File: config.mk
export PLATFORM = sky130hd
export DESIGN_NAME = sfifo_lvl
export DESIGN_NICKNAME = d
export VERILOG_FILES = /design/src/rtl/sfifo_pkg.sv /design/src/rtl/sfifo_ram.sv /design/src/rtl/sfifo_lvl.sv
export SDC_FILE = /design/constraint.sdc
export NUM_CORES = 1
export LEC_CHECK = 0
export ABC_AREA = 1
export CORE_MARGIN = 5
export CORE_UTILIZATION = 63
export DETAILED_ROUTE_END_ITERATION = 10
export DONT_BUFFER_PORTS = 1
export PLACE_DENSITY = 0.82
export RECOVER_POWER = 50
export SYNTH_ARGS = -nofsm -noshare
export SYNTH_HDL_FRONTEND = slang
export SYNTH_SLANG_ARGS = --single-unit
export TNS_END_PERCENT = 10
File: constraint.sdc
create_clock -name i_clk -period 4.1 [get_ports i_clk]
set_input_delay 0.82 -clock i_clk [delete_from_list [all_inputs] [get_ports i_clk]]
set_output_delay 0.82 -clock i_clk [all_outputs]
set_load 0.05 [all_outputs]
File: src/rtl/sfifo_pkg.sv
// Shared constants and level-compare helpers for the single-clock FIFO family.
package sfifo_pkg;

    localparam int unsigned SFIFO_DEF_DATA_WIDTH = 8;
    localparam int unsigned SFIFO_DEF_ADDR_WIDTH = 4;

    function automatic int unsigned depth_of(input int unsigned aw);
        return 32'(1) << aw;
    endfunction

    function automatic logic lvl_le(input logic [31:0] lvl, input logic [31:0] thr);
        return (lvl <= thr);
    endfunction

    function automatic logic lvl_ge(input logic [31:0] lvl, input logic [31:0] thr);
        return (lvl >= thr);
    endfunction

endpackage

File: src/rtl/sfifo_ram.sv
// FIFO storage: DEPTH x DATA_WIDTH array, synchronous write, asynchronous read.
module sfifo_ram
    import sfifo_pkg::*;
#(
    parameter int unsigned DATA_WIDTH = SFIFO_DEF_DATA_WIDTH,
    parameter int unsigned ADDR_WIDTH = SFIFO_DEF_ADDR_WIDTH
) (
    input  logic                  i_clk,
    input  logic                  i_we,
    input  logic [ADDR_WIDTH-1:0] i_waddr,
    input  logic [DATA_WIDTH-1:0] i_wdata,
    input  logic [ADDR_WIDTH-1:0] i_raddr,
    output logic [DATA_WIDTH-1:0] o_rdata
);

    localparam int unsigned DEPTH = depth_of(ADDR_WIDTH);

    logic [DATA_WIDTH-1:0] r_mem [DEPTH];

    always_ff @(posedge i_clk) begin
        if (i_we) begin
            r_mem[i_waddr] <= i_wdata;
        end
    end

    assign o_rdata = r_mem[i_raddr];

endmodule

File: src/rtl/sfifo_lvl.sv
// Single-clock FIFO with exact fill level, programmable almost flags and sticky errors.
// Define SFIFO_FWFT_EN for first-word-fall-through; default is a registered 1-cycle read path.
module sfifo_lvl
    import sfifo_pkg::*;
#(
    parameter int unsigned DATA_WIDTH = SFIFO_DEF_DATA_WIDTH,
    parameter int unsigned ADDR_WIDTH = SFIFO_DEF_ADDR_WIDTH
) (
    input  logic                  i_clk,
    input  logic                  i_rst,
    input  logic [DATA_WIDTH-1:0] i_wdata,
    input  logic                  i_winc,
    input  logic                  i_rinc,
    input  logic [ADDR_WIDTH-1:0] i_aempty_thr,
    input  logic [ADDR_WIDTH-1:0] i_afull_thr,
    input  logic                  i_clr_err,
    output logic [DATA_WIDTH-1:0] o_rdata,
    output logic                  o_rvalid,
    output logic                  o_wfull,
    output logic                  o_wfull_almost,
    output logic                  o_rempty,
    output logic                  o_rempty_almost,
    output logic [ADDR_WIDTH:0]   o_level,
    output logic                  o_overflow,
    output logic                  o_underflow
);

    localparam int unsigned DEPTH = depth_of(ADDR_WIDTH);
    localparam int unsigned PW    = ADDR_WIDTH + 1;

    logic [PW-1:0]         r_wptr;
    logic [PW-1:0]         r_rptr;
    logic [PW-1:0]         r_level;
    logic                  r_wfull;
    logic                  r_wfull_almost;
    logic                  r_rempty;
    logic                  r_rempty_almost;
    logic                  r_overflow;
    logic                  r_underflow;

    logic                  w_wr_acc;
    logic                  w_rd_acc;
    logic [PW-1:0]         w_wptr_nxt;
    logic [PW-1:0]         w_rptr_nxt;
    logic [PW-1:0]         w_level_nxt;
    logic                  w_ovf_set;
    logic                  w_udf_set;
    logic [DATA_WIDTH-1:0] w_ram_rdata;

    assign w_wr_acc    = i_winc & ~r_wfull;
    assign w_rd_acc    = i_rinc & ~r_rempty;
    assign w_wptr_nxt  = r_wptr + PW'(w_wr_acc);
    assign w_rptr_nxt  = r_rptr + PW'(w_rd_acc);
    assign w_level_nxt = w_wptr_nxt - w_rptr_nxt;

    // A write dropped at full stays silent when a read frees a slot in the same cycle.
    assign w_ovf_set   = i_winc & r_wfull & ~i_rinc;
    assign w_udf_set   = i_rinc & r_rempty;

    sfifo_ram #(
        .DATA_WIDTH (DATA_WIDTH),
        .ADDR_WIDTH (ADDR_WIDTH)
    ) u_ram (
        .i_clk   (i_clk),
        .i_we    (w_wr_acc & ~i_rst),
        .i_waddr (r_wptr[ADDR_WIDTH-1:0]),
        .i_wdata (i_wdata),
        .i_raddr (r_rptr[ADDR_WIDTH-1:0]),
        .o_rdata (w_ram_rdata)
    );

    // Pointers and status flags, all registered from the next-state level.
    always_ff @(posedge i_clk) begin
        if (i_rst) begin
            r_wptr          <= '0;
            r_rptr          <= '0;
            r_level         <= '0;
            r_wfull         <= 1'b0;
            r_wfull_almost  <= 1'b0;
            r_rempty        <= 1'b1;
            r_rempty_almost <= 1'b1;
            r_overflow      <= 1'b0;
            r_underflow     <= 1'b0;
        end else begin
            r_wptr          <= w_wptr_nxt;
            r_rptr          <= w_rptr_nxt;
            r_level         <= w_level_nxt;
            r_wfull         <= (w_level_nxt == PW'(DEPTH));
            r_rempty        <= (w_level_nxt == '0);
            r_wfull_almost  <= lvl_ge(32'(w_level_nxt), 32'(DEPTH) - 32'(i_afull_thr));
            r_rempty_almost <= lvl_le(32'(w_level_nxt), 32'(i_aempty_thr));
            r_overflow      <= (r_overflow & ~i_clr_err) | w_ovf_set;
            r_underflow     <= (r_underflow & ~i_clr_err) | w_udf_set;
        end
    end

`ifdef SFIFO_FWFT_EN
    assign o_rdata  = w_ram_rdata;
    assign o_rvalid = ~r_rempty;
`else
    logic [DATA_WIDTH-1:0] r_rdata;
    logic                  r_rvalid;

    always_ff @(posedge i_clk) begin
        if (i_rst) begin
            r_rdata  <= '0;
            r_rvalid <= 1'b0;
        end else begin
            r_rvalid <= w_rd_acc;
            if (w_rd_acc) begin
                r_rdata <= w_ram_rdata;
            end
        end
    end

    assign o_rdata  = r_rdata;
    assign o_rvalid = r_rvalid;
`endif

    assign o_wfull         = r_wfull;
    assign o_wfull_almost  = r_wfull_almost;
    assign o_rempty        = r_rempty;
    assign o_rempty_almost = r_rempty_almost;
    assign o_level         = r_level;
    assign o_overflow      = r_overflow;
    assign o_underflow     = r_underflow;

endmodule

======== Yosys cells after proc, flatten, opt, wreduce, memory -nomap -nowiden ========
Memory sizes are Yosys's and may differ from the RTL's. A register that Yosys moved wholly into a read port is not among the register bits.
Cells that the tools add are included.
storage, ports and cells
  bits in registers ....................... 22
  RAM bits ................................ 128
  input port bits ......................... 21
  output and inout bits ................... 20
  word-level logic and storage cells ...... 36
  memories ................................ 1
cells by class
  $add $sub $neg .......................... 4
  $lt $le $gt $ge ......................... 2
  eq/ne operators ......................... 1
  muxes and demuxes ....................... 2
  bitwise gates (word level) .............. 15
  reduce and logical (&&, ||, !) cells .... 1
memories
  name         words  bits a word  rd ports  clocked after Yosys merged registers in  wr ports  line             RTL
  u_ram.r_mem  16     8            1         1                                        1         sfifo_ram.sv:18  logic [DATA_WIDTH-1:0] r_mem [DEPTH];
operator list
  cell                                              number
  >= comparator 5 x 32 -> 1 bit                     1
  adder 5 x 1 -> 5 bit                              2
  AND 1 bit                                         8
  subtractor 5 x 4 -> 6 bit (first input constant)  1
  equality test 5 bit (second input constant)       1
  <= comparator 5 x 4 -> 1 bit                      1
  zero test 5 bit                                   1
  inverter 1 bit                                    5
  subtractor 5 bit                                  1
  two-way mux 1 bit                                 2
  bitwise OR 1 bit                                  2

======== Logic depth before layout (Yosys ltp) ========
  depth after elaboration ................. 5
  depth in mapped cells ................... 22
  depth with buffers taken out ............ 21

======== Hierarchy ========
A second synthesis with hierarchy kept.
second synthesis, totals
  cells, all modules ...................... 747
  area total of the unflattened synthesis .. 7210.7 um^2
by module, submodules not included
  module     instances  cells an instance  area an instance (um^2)  sequential area each (um^2)
  sfifo_ram  1          543                5606.6                   3843.7
  sfifo_lvl  1          204                1604.0                   600.6

======== Least setup slack after synthesis ========
Ideal clock, no wire load.
  path kind ............................... input-to-reg
  start point ............................. input i_rinc
  end point ............................... register r_wfull_almost, in the netlist o_wfull_almost
  setup time .............................. 0.109 ns
  arrival time ............................ 3.216 ns
  data required time ...................... 3.991 ns
  setup slack ............................. 0.774 ns
  stages .................................. 20
  path buffers ............................ 1
  cells stage by stage .................... inv_1 > nor2_1 > buf_2 > ha_1 > ha_1 > inv_1 > ha_1 > a21oi_1 > nand2_1 > nand3b_2 > nand2_1 > ha_1 > nand2_1 > inv_1 > o21ai_0 > nand2_1 > a21oi_1 > nand2_1 > nand2_1 > inv_1
between the ends
  cells in the longest elaborated chain, start to end .. 4
ends and longest elaborated chain
  element                        line             RTL
  start: declaration             sfifo_lvl.sv:13  input logic i_rinc,
  AND 1 bit                      sfifo_lvl.sv:51  assign w_rd_acc = i_rinc & ~r_rempty;
  net w_rd_acc                   sfifo_lvl.sv:42  logic w_rd_acc;
  adder 5 x 1 -> 5 bit           sfifo_lvl.sv:53  assign w_rptr_nxt = r_rptr + PW'(w_rd_acc);
  net w_rptr_nxt[1]              sfifo_lvl.sv:44  logic [PW-1:0] w_rptr_nxt;
  subtractor 5 bit               sfifo_lvl.sv:54  assign w_level_nxt = w_wptr_nxt - w_rptr_nxt;
  net w_level_nxt[3]             sfifo_lvl.sv:45  logic [PW-1:0] w_level_nxt;
  >= comparator 5 x 32 -> 1 bit  sfifo_pkg.sv:16  return (lvl >= thr);
  end signal: assignment         sfifo_lvl.sv:90  r_wfull_almost <= lvl_ge(32'(w_level_nxt), 32'(DEPTH) - 32'(i_afull_thr));
  end: declaration               sfifo_lvl.sv:35  logic r_wfull_almost;
The timed path passes the listed nets, and every way through them passes these cells.
A chain may end at the register's enable or synchronous reset.

======== Worst setup path in the final report ========
  start point ............................. register r_wfull, in the netlist o_wfull
  end point ............................... register r_wfull_almost, in the netlist o_wfull_almost
between the ends
  cells in the longest elaborated chain, start to end .. 5
ends and longest elaborated chain
  element                        line             RTL
  start: declaration             sfifo_lvl.sv:34  logic r_wfull;
  start signal: assignment       sfifo_lvl.sv:88  r_wfull <= (w_level_nxt == PW'(DEPTH));
  inverter 1 bit                 sfifo_lvl.sv:50  assign w_wr_acc = i_winc & ~r_wfull;
  AND 1 bit                      sfifo_lvl.sv:50
  adder 5 x 1 -> 5 bit           sfifo_lvl.sv:52  assign w_wptr_nxt = r_wptr + PW'(w_wr_acc);
  net w_wptr_nxt[0]              sfifo_lvl.sv:43  logic [PW-1:0] w_wptr_nxt;
  subtractor 5 bit               sfifo_lvl.sv:54
  net w_level_nxt[2]             sfifo_lvl.sv:45
  >= comparator 5 x 32 -> 1 bit  sfifo_pkg.sv:16
The timed path passes the listed nets, and every way through them passes these cells.

==> results.yml <==
critical_path:
  crit_type: "reg2reg"
  endpoint_kind: "flip-flop"
  critPathRequiredTime_ps: 4540
  startpoint_type: "flip-flop"
  r2r_cells: 18
  crit_path_max_fanout: 4
  crit_arrival_ps: 3630
layout:
  diodes: 0
  regArea_um2: 4450
  n_fill_cell: 685
  multi_input_area_um2: 1920
  syn_to_final_growth_pct: 11.2
  layout-drive-gt1-share_pct: 7.54
  final_nets: 649
  fin_cells: 759
  fin_util_pct: 71.8
power:
  swShare_pct: 29.8
  p_seq_share_pct: 45.7
  p_comb_share_pct: 15.3
  peakVddDrop_mv: 0.348
  powerDensity_nw_per_um2: 596
  leakagePower_uw: 0.00274
  clkPwrFrac_pct: 39.0
  intPower_uw: 3080
  switching_power_uw: 1310
cts:
  post_cts_resized: 0
  clk_pin_slew_ps: 70
  clk_latency_ps: 540
  cts_sinks: 158
  cts_root_buf: "clkbuf_8"
  cts_buffer_depth: 2
  cts_tree: "done"
  cts_setup_buffers: 0
  cts_hold_buf: 0
  h-tree-depth: 4
  cts_buffers: 17
logic_synthesis:
  synth.avg_cell_area_um2: 10.9
  synth_nets: 648
  yosysSeqAreaShare_pct: 67.0
  yosysWarnings: 0
  ys_ff_latch: 158
  syn_area_um2: 6640
  synth_cells: 609
  ys_types: 29
detailed_routing:
  vias: 4525
  drt_iter0_markers: 548
  vias_per_cell: 5.96
  drt_pre_antenna_iters: 6
  drt.antenna.violating_nets: 0
  wire_per_inst_um: 19.9
  drt-total-wl_um: 15100
  drc: 0
die:
  fp.coreArea_um2: 10300
  boundaryPins: 41
  die_w_um: 113
  rows: 37
  initial_utilization_pct: 64.6
  die_h_um: 113
  fp.dieArea_um2: 12700
placement:
  dp.final_hpwl_um: 9320
  io_buffers: 0
  gp_congestion: 0.897
  dp_slack_ps: 827
  place_inst: 727
timing:
  fmax_mhz: 313
  hold_viol: 0
  finalClockSkew_ps: 5.90
  setup_viol: 0
  slew_headroom_pct: 43.3
  fin_ws_ps: 905
  min_period_over_period_pct: 77.9
  rsz0062_at_grt: "false"
  setup_tns_ps: 0
  drv_slew: 0
  worst_pin_slew_ps: 847
  holdWs_ps: 344
  min_period_ps: 3190
grt:
  grt_max_degree: 65
  grt_pass1_wl_um: 23900
  antenna_found_initial: 0
  grt_usage_pct: 24.6
  grt_overflow: 0
  grt_pass1_vias: 4572
hold_path:
  hp-class: "in2reg"
  hold_path_depth: 1
run_status:
  run_status: "completed"
job:
  maxCapViolations: 0
## path summary, 6_finish.rpt
path	from	to	slack, ps
hold / removal	i_rst	r_rptr[0]	340
hold reg to reg	r_rptr[2]	r_rptr[3]	590
setup reg to reg	o_wfull	o_wfull_almost	910
setup / recovery	o_wfull	o_wfull_almost	910
## cell type report
type	count	area share (%)
clock buffers	17	5.61
clock inverters	15	3.14
multi-input cells	385	26.0
repair buffers	6	0.610
well taps	136	2.31
inverters	42	2.15
flip-flops and latches	158	60.2
## cell families (layout without fill, tap and decap cells)
group / count (synthesis) / count (layout) / synth area share, %
and+or+nand+nor: 256 / 256 / 16.0
DFF: 158 / 158 / 67.0
AOI/OAI and AO/OA: 107 / 107 / 8.94
buffers and inverters: 66 / 80 / 4.11
adders and majority gates: 18 / 18 / 3.51
xor gates and xnor gates: 4 / 4 / 0.528
## cell usage in the layout, fill, tap and decap left out
| cell | synthesis | routed |
|---|---|---|
| a21boi_0 | 1 | 1 |
| a21oi_1 | 23 | 23 |
| buf_4 | 2 | 6 |
| bufinv_16 | 0 | 5 |
| clkbuf_16 | 0 | 16 |
| clkbuf_8 | 0 | 1 |
| clkinv_1 | 2 | 3 |
| clkinv_2 | 1 | 1 |
| clkinv_4 | 0 | 3 |
| clkinvlp_4 | 0 | 1 |
| dfxtp_1 | 30 | 29 |
| dfxtp_2 | 0 | 1 |
| edfxtp_1 | 128 | 128 |
| fa_1 | 1 | 1 |
| ha_1 | 17 | 17 |
| inv_1 | 37 | 37 |
| inv_2 | 2 | 2 |
| inv_6 | 0 | 5 |
| nand2_1 | 96 | 97 |
| nand2_2 | 4 | 3 |
| nand3_1 | 46 | 46 |
| nand3_2 | 1 | 1 |
| nand3b_1 | 1 | 1 |
| nand3b_2 | 1 | 1 |
| nand4_1 | 3 | 3 |
| nor2_1 | 101 | 101 |
| nor2_2 | 1 | 1 |
| nor3_1 | 2 | 2 |
| o211ai_1 | 17 | 17 |
| o21ai_0 | 57 | 57 |
| o21bai_1 | 1 | 1 |
| o22ai_1 | 8 | 8 |
| xor2_1 | 4 | 4 |
## Yosys cell counts
cell type | count | area, um2
edfxtp_1 | 128 | 3840
nor2_1 | 101 | 379
nand2_1 | 96 | 360
o21ai_0 | 57 | 285
nand3_1 | 46 | 230
inv_1 | 37 | 139
dfxtp_1 | 30 | 601
a21oi_1 | 23 | 115
ha_1 | 17 | 213
o211ai_1 | 17 | 128
buf_2 | 13 | 65.1
o22ai_1 | 8 | 50.1
clkbuf_1 | 7 | 26.3
nand2_2 | 4 | 25.0
xor2_1 | 4 | 35.0
nand4_1 | 3 | 18.8
buf_1 | 2 | 7.51
buf_4 | 2 | 15.0
clkinv_1 | 2 | 7.51
inv_2 | 2 | 7.51
nor3_1 | 2 | 10.0
a21boi_0 | 1 | 7.51
clkinv_2 | 1 | 5.00
fa_1 | 1 | 20.0
nand3_2 | 1 | 10.0
nand3b_1 | 1 | 7.51
nand3b_2 | 1 | 11.3
nor2_2 | 1 | 6.26
o21bai_1 | 1 | 7.51
## metrics by stage
| step | instance area [um2] | total power [uW] |
|---|---|---|
| 6_report | 7380 | 4400 |
| 5_1_grt | 7380 | 4570 |
| 4_1_cts | 7380 | 4390 |
| 3_5_place_dp | 6740 | 2700 |
| 3_3_place_gp | 6740 | 2660 |
| 2_1_floorplan | 6640 | 2530 |
## registers in the layout (all words and copies together) (netlist names)
signal	cells
r_wptr	5
o_wfull_almost	1
r_rptr	5
o_underflow	1
o_rvalid	1
o_rdata	8
o_level	5
o_wfull	1
u_ram.r_mem	128
o_overflow	1
o_rempty	1
o_rempty_almost	1
## power by group through the flow
stage | Clock [uW] | Sequential (uW) | Combinational [uW]
floorplan | 0 | 2020 | 506
global route | 1790 | 2020 | 762
global placement | 0 | 2040 | 625
finish | 1720 | 2010 | 673
CTS | 1720 | 2010 | 668
detailed placement | 0 | 2040 | 657
## layer usage
| metal | up-vias | track usage, % | part of all wire [%] | routed length [um] |
|---|---|---|---|---|
| li1 | 2125 | - | - | - |
| met3 | 35 | 5.98 | 8.0 | 1210 |
| met4 | 0 | 9.21 | 2.4 | 369 |
| met5 | - | 0 | 0 | 0 |
| met1 | 2146 | 31.6 | 40 | 5990 |
| met2 | 219 | 40.9 | 50 | 7530 |
## critical path, cell delays in order (launching register included)
cell	delay [ps]
dfxtp_1	690
nor2_1	140
ha_1	320
inv_1	100
ha_1	160
inv_1	70
fa_1	420
nand3b_1	180
nand2_1	110
inv_1	70
ha_1	290
nand2_1	80
inv_1	50
o21ai_0	70
nand2_1	70
a21oi_1	130
nand2_1	60
nand2_1	50
inv_1	40
No activity file was read; power rests on OpenSTA's default activity.
